**src/rtl/pipe_stage_buf_pkg.sv**
```systemverilog
// Shared pipeline package: payload layouts for the inter-stage buffers.
package pipe_stage_buf_pkg;

    // MEM/WB payload: {wreg, m2reg, mo[31:0], alu[31:0], rn[4:0]}
    localparam int RN_W      = 5;
    localparam int WORD_W    = 32;
    localparam int RN_LSB    = 0;
    localparam int ALU_LSB   = RN_LSB + RN_W;
    localparam int MO_LSB    = ALU_LSB + WORD_W;
    localparam int M2REG_BIT = MO_LSB + WORD_W;
    localparam int WREG_BIT  = M2REG_BIT + 1;
    localparam int MWB_W     = WREG_BIT + 1;

    // IF/ID payload: {pc4[31:0], inst[31:0]}
    localparam int IFID_INST_LSB = 0;
    localparam int IFID_PC4_LSB  = IFID_INST_LSB + WORD_W;
    localparam int IFID_W        = IFID_PC4_LSB + WORD_W;

    // ID/EX payload: {wreg, m2reg, wmem, aluc[3:0], aluimm, a, b, imm, rn}
    localparam int IDEX_RN_LSB   = 0;
    localparam int IDEX_IMM_LSB  = IDEX_RN_LSB + RN_W;
    localparam int IDEX_B_LSB    = IDEX_IMM_LSB + WORD_W;
    localparam int IDEX_A_LSB    = IDEX_B_LSB + WORD_W;
    localparam int IDEX_ALUIMM_BIT = IDEX_A_LSB + WORD_W;
    localparam int IDEX_ALUC_LSB = IDEX_ALUIMM_BIT + 1;
    localparam int IDEX_WMEM_BIT = IDEX_ALUC_LSB + 4;
    localparam int IDEX_M2REG_BIT = IDEX_WMEM_BIT + 1;
    localparam int IDEX_WREG_BIT = IDEX_M2REG_BIT + 1;
    localparam int IDEX_W        = IDEX_WREG_BIT + 1;

    // EX/MEM payload: {wreg, m2reg, wmem, alu[31:0], b[31:0], rn[4:0]}
    localparam int EXMEM_RN_LSB   = 0;
    localparam int EXMEM_B_LSB    = EXMEM_RN_LSB + RN_W;
    localparam int EXMEM_ALU_LSB  = EXMEM_B_LSB + WORD_W;
    localparam int EXMEM_WMEM_BIT = EXMEM_ALU_LSB + WORD_W;
    localparam int EXMEM_M2REG_BIT = EXMEM_WMEM_BIT + 1;
    localparam int EXMEM_WREG_BIT = EXMEM_M2REG_BIT + 1;
    localparam int EXMEM_W        = EXMEM_WREG_BIT + 1;

    // Assemble a MEM/WB payload from its fields.
    function automatic logic [MWB_W-1:0] mwb_pack(
        input logic              wreg,
        input logic              m2reg,
        input logic [WORD_W-1:0] mo,
        input logic [WORD_W-1:0] alu,
        input logic [RN_W-1:0]   rn
    );
        return {wreg, m2reg, mo, alu, rn};
    endfunction

endpackage

```
**src/rtl/pipe_stage_buf_slot.sv**
```systemverilog
// One buffer slot: a valid bit plus payload register. Flush clears only the
// valid bit; reset clears both. Payload only moves when a real beat arrives.
module pipe_slot
    import pipe_stage_buf_pkg::*;
#(
    parameter int DATA_W = MWB_W
) (
    input  logic              clock,
    input  logic              reset,
    input  logic              flush,
    input  logic              load,
    input  logic              src_valid,
    input  logic [DATA_W-1:0] src_data,
    output logic              valid,
    output logic [DATA_W-1:0] data
);

    // Valid/payload register; flush beats load, reset beats everything.
    always_ff @(posedge clock) begin
        if (reset) begin
            valid <= 1'b0;
            data  <= '0;
        end else begin
            if (flush) begin
                valid <= 1'b0;
            end else if (load) begin
                valid <= src_valid;
            end
            if (!flush && load && src_valid) begin
                data <= src_data;
            end
        end
    end

endmodule

```
**src/rtl/pipe_stage_buf.sv**
```systemverilog
// Elastic pipeline register: DEPTH slots in series with valid/ready
// back-pressure, flush, and an optional input skid slot that registers
// in_ready.
module pipe_stage_buf
    import pipe_stage_buf_pkg::*;
#(
    parameter int DATA_W      = MWB_W,
    parameter int DEPTH       = 1,
    parameter int SKID        = 0,
    parameter int ZERO_BUBBLE = 1
) (
    input  logic                         clock,
    input  logic                         reset,
    input  logic                         in_valid,
    output logic                         in_ready,
    input  logic [DATA_W-1:0]            in_data,
    input  logic                         flush,
    output logic                         out_valid,
    input  logic                         out_ready,
    output logic [DATA_W-1:0]            out_data,
    output logic [$clog2(DEPTH+2)-1:0]   occupancy
);

    localparam int OCC_W = $clog2(DEPTH+2);

    logic [DEPTH:0]    r;
    logic [DEPTH-1:0]  v;
    logic [DATA_W-1:0] d [DEPTH];
    logic              sv;
    logic              src0_valid;
    logic [DATA_W-1:0] src0_data;

    // Ready ripples back from the output: a slot can load if it is empty
    // or its successor is loading.
    always_comb begin
        r[DEPTH] = out_ready;
        for (int i = DEPTH - 1; i >= 0; i--) begin
            r[i] = !v[i] || r[i+1];
        end
    end

    for (genvar i = 0; i < DEPTH; i++) begin : g_slot
        if (i == 0) begin : g_head
            pipe_slot #(.DATA_W(DATA_W)) u_slot (
                .clock     (clock),
                .reset     (reset),
                .flush     (flush),
                .load      (r[0]),
                .src_valid (src0_valid),
                .src_data  (src0_data),
                .valid     (v[0]),
                .data      (d[0])
            );
        end else begin : g_body
            pipe_slot #(.DATA_W(DATA_W)) u_slot (
                .clock     (clock),
                .reset     (reset),
                .flush     (flush),
                .load      (r[i]),
                .src_valid (v[i-1]),
                .src_data  (d[i-1]),
                .valid     (v[i]),
                .data      (d[i])
            );
        end
    end

    if (SKID != 0) begin : g_skid
        logic              skid_load;
        logic [DATA_W-1:0] sd;

        // Full skid drains into slot 0 when it frees; an empty skid catches
        // a beat that slot 0 cannot take this cycle.
        assign skid_load  = sv ? r[0] : (in_valid && !r[0]);

        pipe_slot #(.DATA_W(DATA_W)) u_skid (
            .clock     (clock),
            .reset     (reset),
            .flush     (flush),
            .load      (skid_load),
            .src_valid (!sv),
            .src_data  (in_data),
            .valid     (sv),
            .data      (sd)
        );

        assign in_ready   = !sv;
        assign src0_valid = sv || in_valid;
        assign src0_data  = sv ? sd : in_data;
    end else begin : g_no_skid
        assign sv         = 1'b0;
        assign in_ready   = r[0];
        assign src0_valid = in_valid;
        assign src0_data  = in_data;
    end

    assign out_valid = v[DEPTH-1];

    if (ZERO_BUBBLE != 0) begin : g_zero_bubble
        assign out_data = v[DEPTH-1] ? d[DEPTH-1] : '0;
    end else begin : g_raw_out
        assign out_data = d[DEPTH-1];
    end

    // Count valid slots, skid included.
    always_comb begin
        occupancy = OCC_W'(sv);
        for (int i = 0; i < DEPTH; i++) begin
            occupancy = occupancy + OCC_W'(v[i]);
        end
    end

endmodule

```
**config.mk**
```make
export PLATFORM = sky130hd
export DESIGN_NAME = pipe_stage_buf
export DESIGN_NICKNAME = d
export VERILOG_FILES = /design/src/rtl/pipe_stage_buf_pkg.sv /design/src/rtl/pipe_stage_buf_slot.sv /design/src/rtl/pipe_stage_buf.sv
export SDC_FILE = /design/constraint.sdc
export NUM_CORES = 1
export LEC_CHECK = 0
export CORE_ASPECT_RATIO = 1.2
export CORE_UTILIZATION = 44
export DETAILED_ROUTE_END_ITERATION = 10
export GPL_ROUTABILITY_DRIVEN = 0
export PLACE_DENSITY = 0.81
export SLEW_MARGIN = 5
export SYNTH_ARGS = -nofsm -noshare
export SYNTH_HDL_FRONTEND = slang
export SYNTH_HIERARCHICAL = 1
export SYNTH_SLANG_ARGS = --single-unit
```
**constraint.sdc**
```tcl
create_clock -name clock -period 1.8 [get_ports clock]
set_input_delay 0.18 -clock clock [delete_from_list [all_inputs] [get_ports clock]]
set_output_delay 0.18 -clock clock [all_outputs]
set_load 0.01 [all_outputs]
```
### Word level (Yosys, flattened, before mapping)

Cells that the tools add are included.

* mux-type cells: 1
* reduce and logical (&&, ||, !) cells: 6

Operators with widths (count)
* $mux W71: 1
* $logic_and A1 B1 Y1: 2
* $logic_not A1 Y1: 2
* $reduce_or A2 Y1: 1
* $logic_or A1 B1 Y1: 1

* bits in registers: 72
* logic and storage cells: 9
* bits of input ports: 76

### Longest topological paths before layout

Gate-level depths: netlist (run 1).

* depth after elaboration: 4
* gate-level depth with buffers: 5

### Hierarchy

Netlist (run 1), hierarchy kept.

By module, submodules not included
* pipe_slot: times used 1, cells an instance 311, area an instance 3284.4 µm²
* pipe_stage_buf: times used 1, cells an instance 82, area an instance 594.3 µm²

### Worst setup path after synthesis (run 1)

OpenSTA, ideal clock, no wires.

* kind: reg-to-reg
* start point: register g_slot[0].g_head.u_slot.valid
* end point: register g_slot[0].g_head.u_slot.data[0]
* arrival: 1.418 ns
* required time: 1.682 ns
* cell stages (with the launch flop): 6
* path slack: 0.263 ns
* setup time: 0.118 ns
* clock period less this slack: 1.537 ns
* cell sequence: dfxtp_1 -> or2b_1 -> and3b_1 -> buf_6 -> buf_12 -> mux2i_1

* longest elaborated chain between the ends: 4

RTL lines
* start: declaration: RTL line pipe_stage_buf_slot.sv:14 `output logic valid,`
* start signal: assignment: RTL line pipe_stage_buf_slot.sv:27 `valid <= src_valid;`
* $logic_not A1 Y1: RTL line pipe_stage_buf.sv:38 `r[i] = !v[i] || r[i+1];`
* $logic_or A1 B1 Y1: RTL line pipe_stage_buf.sv:38
* via in_ready: RTL line pipe_stage_buf.sv:15 `output logic in_ready,`
* $logic_and A1 B1 Y1 (2 in series): RTL line pipe_stage_buf_slot.sv:29 `if (!flush && load && src_valid) begin`
* end signal: assignment: RTL line pipe_stage_buf_slot.sv:30 `data <= src_data;`
* end: declaration: RTL line pipe_stage_buf_slot.sv:15 `output logic [DATA_W-1:0] data`

The timed path passes the listed nets, and every way through them passes these cells.
A chain may end at the register's enable or synchronous reset.

### Worst setup path in the final report (run 1)

* start point: register g_slot[0].g_head.u_slot.valid
* end point: output port in_ready

* longest elaborated chain between the ends: 2

RTL lines (RTL line)
* $logic_not A1 Y1: pipe_stage_buf.sv:38
* $logic_or A1 B1 Y1: pipe_stage_buf.sv:38
* end: declaration: pipe_stage_buf.sv:15

Every way passes these cells.

==> summary.md, run 1 <==
| Metric | Value |
|---|---|
| Status | `completed` |
| RR Startpoint | `g_slot[0].g_head.u_slot/valid` |
| Synthesized area per cell | `9.870 um^2` |
| Max incr delay on CP | `0.49 ns` |
| GRT overflow | `0` |
| Clk root buf | `clkbuf_8` |
| Initial antenna violation count | `0` |
| Pwr dens | `614.1 mW/mm^2` |
| XOR/XNOR Fraction of Synth Area | `0%` |
| DR vias/cell | `4.552` |
| Routed vias | `2986` |
| Seq. cell area | `0.001445 mm^2` |
| FP Rows | `37` |
| MaxCap Viol Count | `0` |
| Crit. Startpoint | `g_slot[0].g_head.u_slot/valid` |
| #FFs+latches synth | `72` |
| Diode count | `0` |
| H-tree levels | `3` |
| DIE HEIGHT | `104.9 um` |
| Main combinational cell family by area after synthesis | `simple AND/OR/NAND/NOR gates` |
| Pwr Total | `3453 uW` |
| Startpoint Class | `flop` |
| Commonest non-fill, non-tap cell in the layout | `nand2b_1` |
| Crit path DAT | `1.52 ns` |
| Worst Hold Class | `in -> reg` |
| Routed Antenna Nets | `0` |
| Reg-to-reg endpoint | `g_slot[0].g_head.u_slot/data[18]` |
| Final wirelength | `8653 um` |
| Final Net Count | `610` |
| Clock latency on the worst-skew pair | `0.33 ns` |
| Number of CTS-inserted buffers | `9` |
| Die footprint | `0.009196 mm^2` |
| CP Cell Sequence | `or2b_1, clkdlybuf4s50_1` |
| Residual DRC | `0` |
| Most frequent cells in the layout | `nand2b_1 (142), clkdlybuf4s50_1 (78), mux2i_1 (72), and2_2 (71), dfxtp_1 (71)` |
| CP Capture Type | `output port` |
| Final hold viol count | `0` |
| Hold path startpoint | `reset` |
| Area occupied by multi-input gates | `0.002171 mm^2` |
| Minimum clock period | `1.697 ns` |
| Core ar. | `0.008564 mm^2` |
| Final Skew | `0.01062 ns` |
| Post-synthesis simple-gate area fraction | `37.19%` |
| CTS Buffer Depth | `2` |
| Clk sinks | `72` |
| Final setup TNS | `0 ns` |
| Initial Util | `45.29%` |
| Worst path required time | `1.62 ns` |
| RSZ-0062 raised after global routing | `false` |
| GRT Total Usage | `18.69%` |
| Io pins | `151` |
| Synth Net Count | `469` |
| Worst r2r path cells | `4` |
| Hold Path End | `g_slot[0].g_head.u_slot/valid` |
| Global-route wire length before repair | `13600 um` |
| Fin crit share | `94.26%` |
| Chip width | `87.71 um` |
| DR pass1 iterations | `4` |
| Fmax | `0.5894 GHz` |
| Cells after Synth | `393` |
| Slew Viols, Final | `0` |
| Number of library cell types mapped by synthesis | `13` |
| Pre-CTS setup slack | `0.1807 ns` |
| CTS tree | `built` |
| Crit path max-delay cell type | `clkdlybuf4s50_1` |
| Mux cell area share after synthesis | `18.58%` |
| Initial DRC count | `68` |
| Adder-cell share of the synthesized area | `0%` |
| # fillers | `724` |
| Area Growth Syn to Fin | `44.97%` |
| Layout cells sized above 1 | `18.55%` |
| R2R setup slack | `0.35 ns` |
| Synth Area in Compound Gates | `0%` |
| Worst Hold Path Cells | `2` |
| Placed cells | `633` |
| Synth Warn # | `6` |
| WL/cell | `13.19 um` |
| Max VDD drop | `0.3727 mV` |
| Final worst slack | `0.1034 ns` |
| PortBufs | `149` |
| CTS clock-pin slew for the worst setup and hold paths | `0.07 ns` |
| CP Max Fanout | `8` |
| Seq/Total Area, Yosys | `37.16%` |
| Largest net degree at the start of global routing | `105` |
| Final-report setup violation count | `0` |
| Post-synthesis cell area | `0.003879 mm^2` |
| Vias in the first global route | `2981` |
| Final Non-Filler Cells | `656` |
| Leakage power total | `0.002795 uW` |
| Crit path kind | `reg -> out` |
| DP Wirelength | `5746 um` |
[through the flow]
step | hold slack [ns] | util (%) | instance area [um^2]
3_5_place_dp | 0.4563 | 62.51 | 5354
3_3_place_gp | 0.4531 | 62.51 | 5354
5_1_grt | 0.2643 | 65.65 | 5623
4_1_cts | 0.2211 | 64.13 | 5493
6_report | 0.2401 | 65.65 | 5623
2_1_floorplan | 0.2593 | - | 3879
[sequential cells by signal (all words and copies together) (netlist names)]
signal                      flops
g_slot.g_head.u_slot/data      71
g_slot.g_head.u_slot/valid      1
[timing repair]
action,4_1_cts,5_1_grt
hold buffers,0,0
cloned,0,2
buffers inserted,2,3
gates resized for setup,48,23
endpoints found under the setup margin,63,23
[final cells by class]
class                      count  area share, %
multi-input combinational    289          38.61
tap                          117          2.603
timing repair buffer         162          29.88
clock inverter                 4         0.8011
clock buffer                  12          2.403
sequential                    72          25.70
[logic make-up after synthesis]
kind of cell	count (synthesis)
buf+inv	32
flops	72
mux	72
other cells	1
simple gates	216
[worst max path at each step]
stage | to | slack [ns] | cells past startpoint
4_1_cts | out_data[26] | 0.0006 | 3
2_1_floorplan | g_slot[0].g_head.u_slot/data[0] | 0.26 | 5
3_3_place_gp | out_data[48] | 0.22 | 3
3_5_place_dp | g_slot[0].g_head.u_slot/data[8] | 0.18 | 5
6_report | in_ready | 0.10 | 2
5_1_grt | in_ready | 0.04 | 2
[worst max-delay path: cells and delay by family, from the launching register on]
kind          cells  cell delay, ns
buf+inv           1            0.49
flops             1            0.41
simple gates      1            0.28
[synth_stat cells, drive strengths merged]
| library cell | number | area (um^2) |
|---|---|---|
| nor3 | 1 | 5.000 |
| dfxtp | 72 | 1441 |
| and2 | 71 | 533.0 |
| and3b | 1 | 8.760 |
| clkbuf | 21 | 96.35 |
| buf | 11 | 173.9 |
| nand2b | 142 | 888.4 |
| or2b | 1 | 7.510 |
| conb | 1 | 3.750 |
| mux2i | 72 | 720.7 |
[power breakdown]
| part | internal [uW] | switching [uW] |
|---|---|---|
| combinational | 341 | 192 |
| sequential | 1670 | 40.0 |
| clock | 636 | 570 |
[routing by layer]
metal	share of wire, %	up-vias	wire [um]	GRT usage, %
li1	-	1512	-	-
met1	42	1365	3625	21.52
met2	49	89	4262	31.34
met3	5.6	20	484	5.134
met4	3.2	0	280	8.899
met5	0	-	0	0
No activity file was read; power rests on OpenSTA's default activity.
==> inputs of run 2 (changes only) <==
--- a/config.mk
+++ b/config.mk
@@ -6,10 +6,10 @@
 export NUM_CORES = 1
 export LEC_CHECK = 0
 export CORE_ASPECT_RATIO = 1.2
-export CORE_UTILIZATION = 44
+export CORE_UTILIZATION = 45
 export DETAILED_ROUTE_END_ITERATION = 10
+export DONT_BUFFER_PORTS = 1
 export GPL_ROUTABILITY_DRIVEN = 0
-export PLACE_DENSITY = 0.81
 export SLEW_MARGIN = 5
 export SYNTH_ARGS = -nofsm -noshare
 export SYNTH_HDL_FRONTEND = slang
==> summary.md, run 2 (same netlist as run 1, synthesis figures left out) <==
| Metric | Value |
|---|---|
| Routed vias | `2635` |
| Startpoint Class | `flop` |
| Register name with the most flops | `g_slot.g_head.u_slot/data` |
| Routed Antenna Nets | `0` |
| CP Capture Type | `output port` |
| Largest regs | `g_slot.g_head.u_slot/data x71, g_slot.g_head.u_slot/valid x1` |
| FP Rows | `36` |
| Final setup TNS | `0 ns` |
| Clock latency on the worst-skew pair | `0.33 ns` |
| Area Growth Syn to Fin | `20.39%` |
| Area occupied by multi-input gates | `0.002171 mm^2` |
| PortBufs | `0` |
| Number of CTS-inserted buffers | `9` |
| Pwr dens | `711.3 mW/mm^2` |
| Pre-CTS setup slack | `0.3774 ns` |
| Final Non-Filler Cells | `563` |
| WL/cell | `13.59 um` |
| Post-CTS setup buffers | `0` |
| Seq. cell area | `0.001443 mm^2` |
| Io pins | `151` |
| Initial DRC count | `92` |
| Residual DRC | `0` |
| Area post-placement | `0.003819 mm^2` |
| Hold slack | `0.01373 ns` |
| Largest net degree at the start of global routing | `144` |
| Layout cells sized above 1 | `20.27%` |
| H-tree levels | `3` |
| Fin area | `0.004669 mm^2` |
| PostCTS Resize Cnt | `0` |
| Worst r2r path cells | `4` |
| Core ar. | `0.008243 mm^2` |
| Crit path kind | `reg -> out` |
| CP Max Fanout | `74` |
| Clk sinks | `72` |
| CTS clock-pin slew for the worst setup and hold paths | `0.07 ns` |
| Max incr delay on CP | `0.52 ns` |
| Vias in the first global route | `2597` |
| Fin crit share | `93.16%` |
| Final Skew | `0.007487 ns` |
| RR Startpoint | `g_slot[0].g_head.u_slot/valid` |
| Chip width | `86.75 um` |
| GRT overflow | `0` |
| Commonest non-fill, non-tap cell in the layout | `nand2b_1` |
| DR pass1 iterations | `4` |
| Placed cells | `480` |
| Worst path required time | `1.62 ns` |
| Initial antenna violation count | `0` |
| MaxCap Viol Count | `0` |
| # fillers | `744` |
| RSZ-0062 raised after global routing | `false` |
| Worst Tran Pin Value | `0.6238 ns` |
| Status | `completed` |
| Die footprint | `0.008996 mm^2` |
| Reg-to-reg endpoint | `g_slot[0].g_head.u_slot/data[47]` |
| Final-report setup violation count | `0` |
| Leakage power total | `0.001812 uW` |
| DR vias/cell | `4.680` |
| Final Net Count | `520` |
| Diode count | `0` |
| Global-route wire length before repair | `11870 um` |
| Worst Hold Path Cells | `2` |
| DP Wirelength | `4374 um` |
| CTS Hold Bufs | `67` |
| CTS tree | `built` |
| Crit path max-delay cell type | `buf_4` |
| Final hold viol count | `0` |
| Minimum clock period | `1.677 ns` |
| Worst Hold Class | `in -> reg` |
| GRT Total Usage | `16.63%` |
| R2R setup slack | `0.37 ns` |
| Slew HR | `58.41%` |
| Initial Util | `47.06%` |
| Hold Path End | `g_slot[0].g_head.u_slot/data[31]` |
| Largest register FFs | `71` |
| Final worst slack | `0.1231 ns` |
| Most frequent cells in the layout | `nand2b_1 (142), mux2i_1 (72), and2_2 (71), dfxtp_1 (71), dlygate4sd3_1 (67)` |
| Hold path startpoint | `in_data[31]` |
| CP Cell Sequence | `buf_4, and2_2` |
| Max VDD drop | `0.4094 mV` |
| Final wirelength | `7650 um` |
| Crit path DAT | `1.50 ns` |
| CTS Buffer Depth | `2` |
| Clk root buf | `clkbuf_8` |
| Fmax | `0.5964 GHz` |
| DIE HEIGHT | `103.7 um` |
| Slew Viols, Final | `0` |
## run 2: per-stage QoR
step | power [uW] | utilization [%]
floorplan | 2051 | -
global route | 3480 | 56.65
finish | 3321 | 56.65
global placement | 2030 | 46.33
detailed placement | 2040 | 46.33
CTS | 3376 | 56.65
## run 2: metal layers
| layer | vias up | wire length (um) | track usage (%) |
|---|---|---|---|
| met2 | 85 | 3750 | 29.31 |
| li1 | 1334 | - | - |
| met1 | 1208 | 3366 | 18.48 |
| met3 | 8 | 445 | 5.578 |
| met4 | 0 | 87 | 5.357 |
| met5 | - | 0 | 0 |
## run 2: layout make-up
| cell class | count | area share (%) |
|---|---|---|
| Tap cell | 114 | 3.055 |
| Multi-Input combinational cell | 289 | 46.49 |
| Sequential cell | 72 | 30.89 |
| Timing Repair Buffer | 72 | 15.70 |
| Clock buffer | 12 | 2.894 |
| Clock inverter | 4 | 0.9646 |
## run 2: worst max path at each step
stage	startpoint	to	slack [ns]	depth (start not counted)
floorplan	g_slot[0].g_head.u_slot/valid	g_slot[0].g_head.u_slot/data[0]	0.26	5
global placement	g_slot[0].g_head.u_slot/valid	g_slot[0].g_head.u_slot/data[63]	0.42	4
detailed placement	g_slot[0].g_head.u_slot/valid	g_slot[0].g_head.u_slot/data[24]	0.38	4
CTS	g_slot[0].g_head.u_slot/valid	out_data[39]	0.07	2
global route	g_slot[0].g_head.u_slot/valid	out_data[39]	0.006	2
finish	g_slot[0].g_head.u_slot/valid	out_data[46]	0.12	2
## run 2: worst max-delay path: cells and delay by family, from the launching register on
kind,cells,cell delay (ns)
buf+inv,1,0.52
flops,1,0.33
simple gates,1,0.31
## run 2: report_power, final
group	internal [uW]	switching, uW	total, uW
Sequential	1680	36.7	1710
Clock	636	566	1200
Combinational	256	151	407
Total	2570	753	3320
==> inputs of run 3 (changes only) <==
--- a/config.mk
+++ b/config.mk
@@ -6,7 +6,9 @@
 export NUM_CORES = 1
 export LEC_CHECK = 0
 export CORE_ASPECT_RATIO = 1.2
+export CORE_MARGIN = 4
 export CORE_UTILIZATION = 45
+export CTS_BUF_LIST = sky130_fd_sc_hd__clkbuf_4
 export DETAILED_ROUTE_END_ITERATION = 10
 export DONT_BUFFER_PORTS = 1
 export GPL_ROUTABILITY_DRIVEN = 0
==> summary.md, run 3 <==
| Metric | Value |
|---|---|
| Stopping stage | `clock tree synthesis (4_1_cts)` |
| Post-synth top cells | `nand2b_1 (142), dfxtp_1 (72), mux2i_1 (72)` |
| DP Wirelength | `4894 um` |
| Cells after Synth | `393` |
| Seq/Total Area, Yosys | `37.16%` |
| FP Rows | `36` |
| Post-synth top flop | `dfxtp_1` |
| Tool error | `[ERROR RSZ-0060] Max buffer count reached.` |
| Number of CTS-inserted buffers | `9` |
| DIE HEIGHT | `109.7 um` |
| Io pins | `151` |
| Number of library cell types mapped by synthesis | `13` |
| #FFs+latches synth | `72` |
| Asr flop ratio synth | `0%` |
| Synth area leader | `dfxtp_1` |
| PostCTS Resize Cnt | `1` |
| Initial Util | `47.06%` |
| Synthesized area per cell | `9.870 um^2` |
| Post-CTS setup buffers | `0` |
| Placed cells | `478` |
| Synth Warn # | `6` |
| Status | `aborted with a tool error` |
| Post-synth EDFFs | `0` |
| Post-synthesis cell area | `0.003879 mm^2` |
| Synth area leaders | `dfxtp_1 (37%), nand2b_1 (23%), mux2i_1 (19%)` |
| Synth Net Count | `469` |
| PortBufs | `0` |
| Clk root buf | `clkbuf_4` |
| CTS Hold Bufs | `102` |
| CTS Buffer Depth | `2` |
| Most common cell in the synthesized netlist | `nand2b_1` |
| H-tree levels | `3` |
| Chip width | `92.75 um` |
| Clk sinks | `72` |
| Area share of the largest cell type after synthesis | `37.16%` |
[run 3: cells by family after synthesis]
group	Yosys count	synth area share [%]
other cells	1	0.09668
flops	72	37.16
buf+inv	32	6.968
simple gates	216	37.19
mux	72	18.58
[run 3: metrics by stage]
stage | setup WS, ns | instance area [um^2] | hold slack, ns
after detailed placement | 0.3079 | 3804 | 0.2547
after global placement | 0.3468 | 3804 | 0.2528
after floorplan | 0.2634 | 3879 | 0.2593
==> inputs of run 4 (changes only) <==
--- a/config.mk
+++ b/config.mk
@@ -5,13 +5,12 @@
 export SDC_FILE = /design/constraint.sdc
 export NUM_CORES = 1
 export LEC_CHECK = 0
-export CORE_ASPECT_RATIO = 1.2
 export CORE_MARGIN = 4
-export CORE_UTILIZATION = 45
-export CTS_BUF_LIST = sky130_fd_sc_hd__clkbuf_4
+export CORE_UTILIZATION = 30
 export DETAILED_ROUTE_END_ITERATION = 10
 export DONT_BUFFER_PORTS = 1
 export GPL_ROUTABILITY_DRIVEN = 0
+export PLACE_DENSITY_LB_ADDON = 0.15
 export SLEW_MARGIN = 5
 export SYNTH_ARGS = -nofsm -noshare
 export SYNTH_HDL_FRONTEND = slang
==> summary.md, run 4 (same netlist as run 1, synthesis figures left out) <==
| Metric | Value |
|---|---|
| Die footprint | `0.01481 mm^2` |
| Register name with the most flops | `g_slot.g_head.u_slot/data` |
| Final wirelength | `8610 um` |
| Chip width | `121.7 um` |
| Largest register FFs | `71` |
| Routed Antenna Nets | `0` |
| CP Max Fanout | `74` |
| DR pass1 iterations | `4` |
| Area occupied by multi-input gates | `0.002171 mm^2` |
| Slew Viols, Final | `0` |
| Global-route wire length before repair | `13650 um` |
| RR Startpoint | `g_slot[0].g_head.u_slot/valid` |
| Final setup TNS | `0 ns` |
| Routed vias | `2598` |
| Residual DRC | `0` |
| Leakage power total | `0.001823 uW` |
| Final hold viol count | `0` |
| Seq. cell area | `0.001443 mm^2` |
| Worst r2r path cells | `4` |
| Area post-placement | `0.003876 mm^2` |
| Minimum clock period | `1.550 ns` |
| Startpoint Class | `flop` |
| Clk root buf | `clkbuf_16` |
| Worst path required time | `1.62 ns` |
| H-tree levels | `3` |
| Clock latency on the worst-skew pair | `0.33 ns` |
| Final Skew | `0.002756 ns` |
| Fin crit share | `86.14%` |
| Number of CTS-inserted buffers | `9` |
| FP Rows | `41` |
| Final-report setup violation count | `0` |
| Initial antenna violation count | `0` |
| Io pins | `151` |
| Initial DRC count | `110` |
| Diode count | `0` |
| CP Capture Type | `output port` |
| CTS tree | `built` |
| DR vias/cell | `4.245` |
| Final worst slack | `0.2495 ns` |
| GRT overflow | `0` |
| Max VDD drop | `0.3222 mV` |
| Hold Path End | `g_slot[0].g_head.u_slot/data[43]` |
| Largest net degree at the start of global routing | `144` |
| Clk sinks | `72` |
| PortBufs | `0` |
| Initial Util | `30.74%` |
| RSZ-0062 raised after global routing | `false` |
| Pwr dens | `790.9 mW/mm^2` |
| Crit. Startpoint | `g_slot[0].g_head.u_slot/valid` |
| Area Growth Syn to Fin | `23.10%` |
| # fillers | `1273` |
| Layout cells sized above 1 | `20.00%` |
| Final Net Count | `513` |
| DIE HEIGHT | `121.7 um` |
| Largest regs | `g_slot.g_head.u_slot/data x71, g_slot.g_head.u_slot/valid x1` |
| CTS clock-pin slew for the worst setup and hold paths | `0.05 ns` |
| Worst Hold Class | `in -> reg` |
| GRT Total Usage | `11.76%` |
| Status | `completed` |
| DP Wirelength | `5218 um` |
| WL/cell | `14.07 um` |
| Crit path kind | `reg -> out` |
| CTS Buffer Depth | `2` |
| Most frequent cells in the layout | `nand2b_1 (142), mux2i_1 (72), and2_2 (71), dfxtp_1 (71), dlygate4sd3_1 (62)` |
| R2R setup slack | `0.32 ns` |
| Worst Hold Path Cells | `2` |
| Hold path startpoint | `in_data[43]` |
| MaxCap Viol Count | `0` |
| Crit path DAT | `1.37 ns` |
| Vias in the first global route | `2737` |
| Fmax | `0.6450 GHz` |
| Reg-to-reg endpoint | `g_slot[0].g_head.u_slot/data[8]` |
| Fin area | `0.004775 mm^2` |
| Pre-CTS setup slack | `0.3287 ns` |
| Commonest non-fill, non-tap cell in the layout | `nand2b_1` |
| Core ar. | `0.01262 mm^2` |
[run 4: how the worst max path moves through the flow]
stage | end | slack (ns)
after floorplan | g_slot[0].g_head.u_slot/data[0] | 0.26
after global placement | g_slot[0].g_head.u_slot/data[16] | 0.37
after detailed placement | g_slot[0].g_head.u_slot/data[8] | 0.33
after CTS | out_data[14] | 0.05
after global routing | out_data[22] | 0.14
final | out_data[0] | 0.25
[run 4: final cells by class]
cell class	instances	share of cell area, %
clock buffer	14	5.739
sequential	72	30.21
multi-input combinational	289	45.47
timing repair buffer	65	14.07
tap	172	4.507
[run 4: power breakdown]
part	leakage (uW)	total, uW	internal, uW	switching, uW
sequential	0.000589	1720	1680	37.4
combinational	0.00110	397	248	150
clock	0.000135	1660	1030	632
total	0.00182	3780	2960	819
[run 4: timing repair]
item / in CTS / in global routing
gates resized for setup: 0 / 1
setup endpoints to repair: 0 / 71
hold buffers: 62 / 0
endpoints found under the hold margin: 61 / 0
buffers inserted: 0 / 0
[run 4: layer usage]
layer	GRT usage, %	wire length [um]
met1	13.51	3654
met2	19.62	4174
met3	4.410	623
met4	5.042	157
met5	0	0
[run 4: stage by stage]
stage / hold WS, ns / cells / util, % / total power [uW]
after floorplan: 0.2593 / 393 / - / 2051
after global placement: 0.2537 / 536 / 30.72 / 2033
after detailed placement: 0.2585 / 536 / 30.72 / 2043
after CTS: 0.0004215 / 612 / 37.80 / 3864
after global routing: 0.006535 / 612 / 37.83 / 3968
final: 0.01394 / 612 / 37.83 / 3776
[run 4: critical path, cell delays in order (launching register included)]
cell     delay, ns
dfxtp_2       0.33
buf_6         0.38
and2_2        0.28
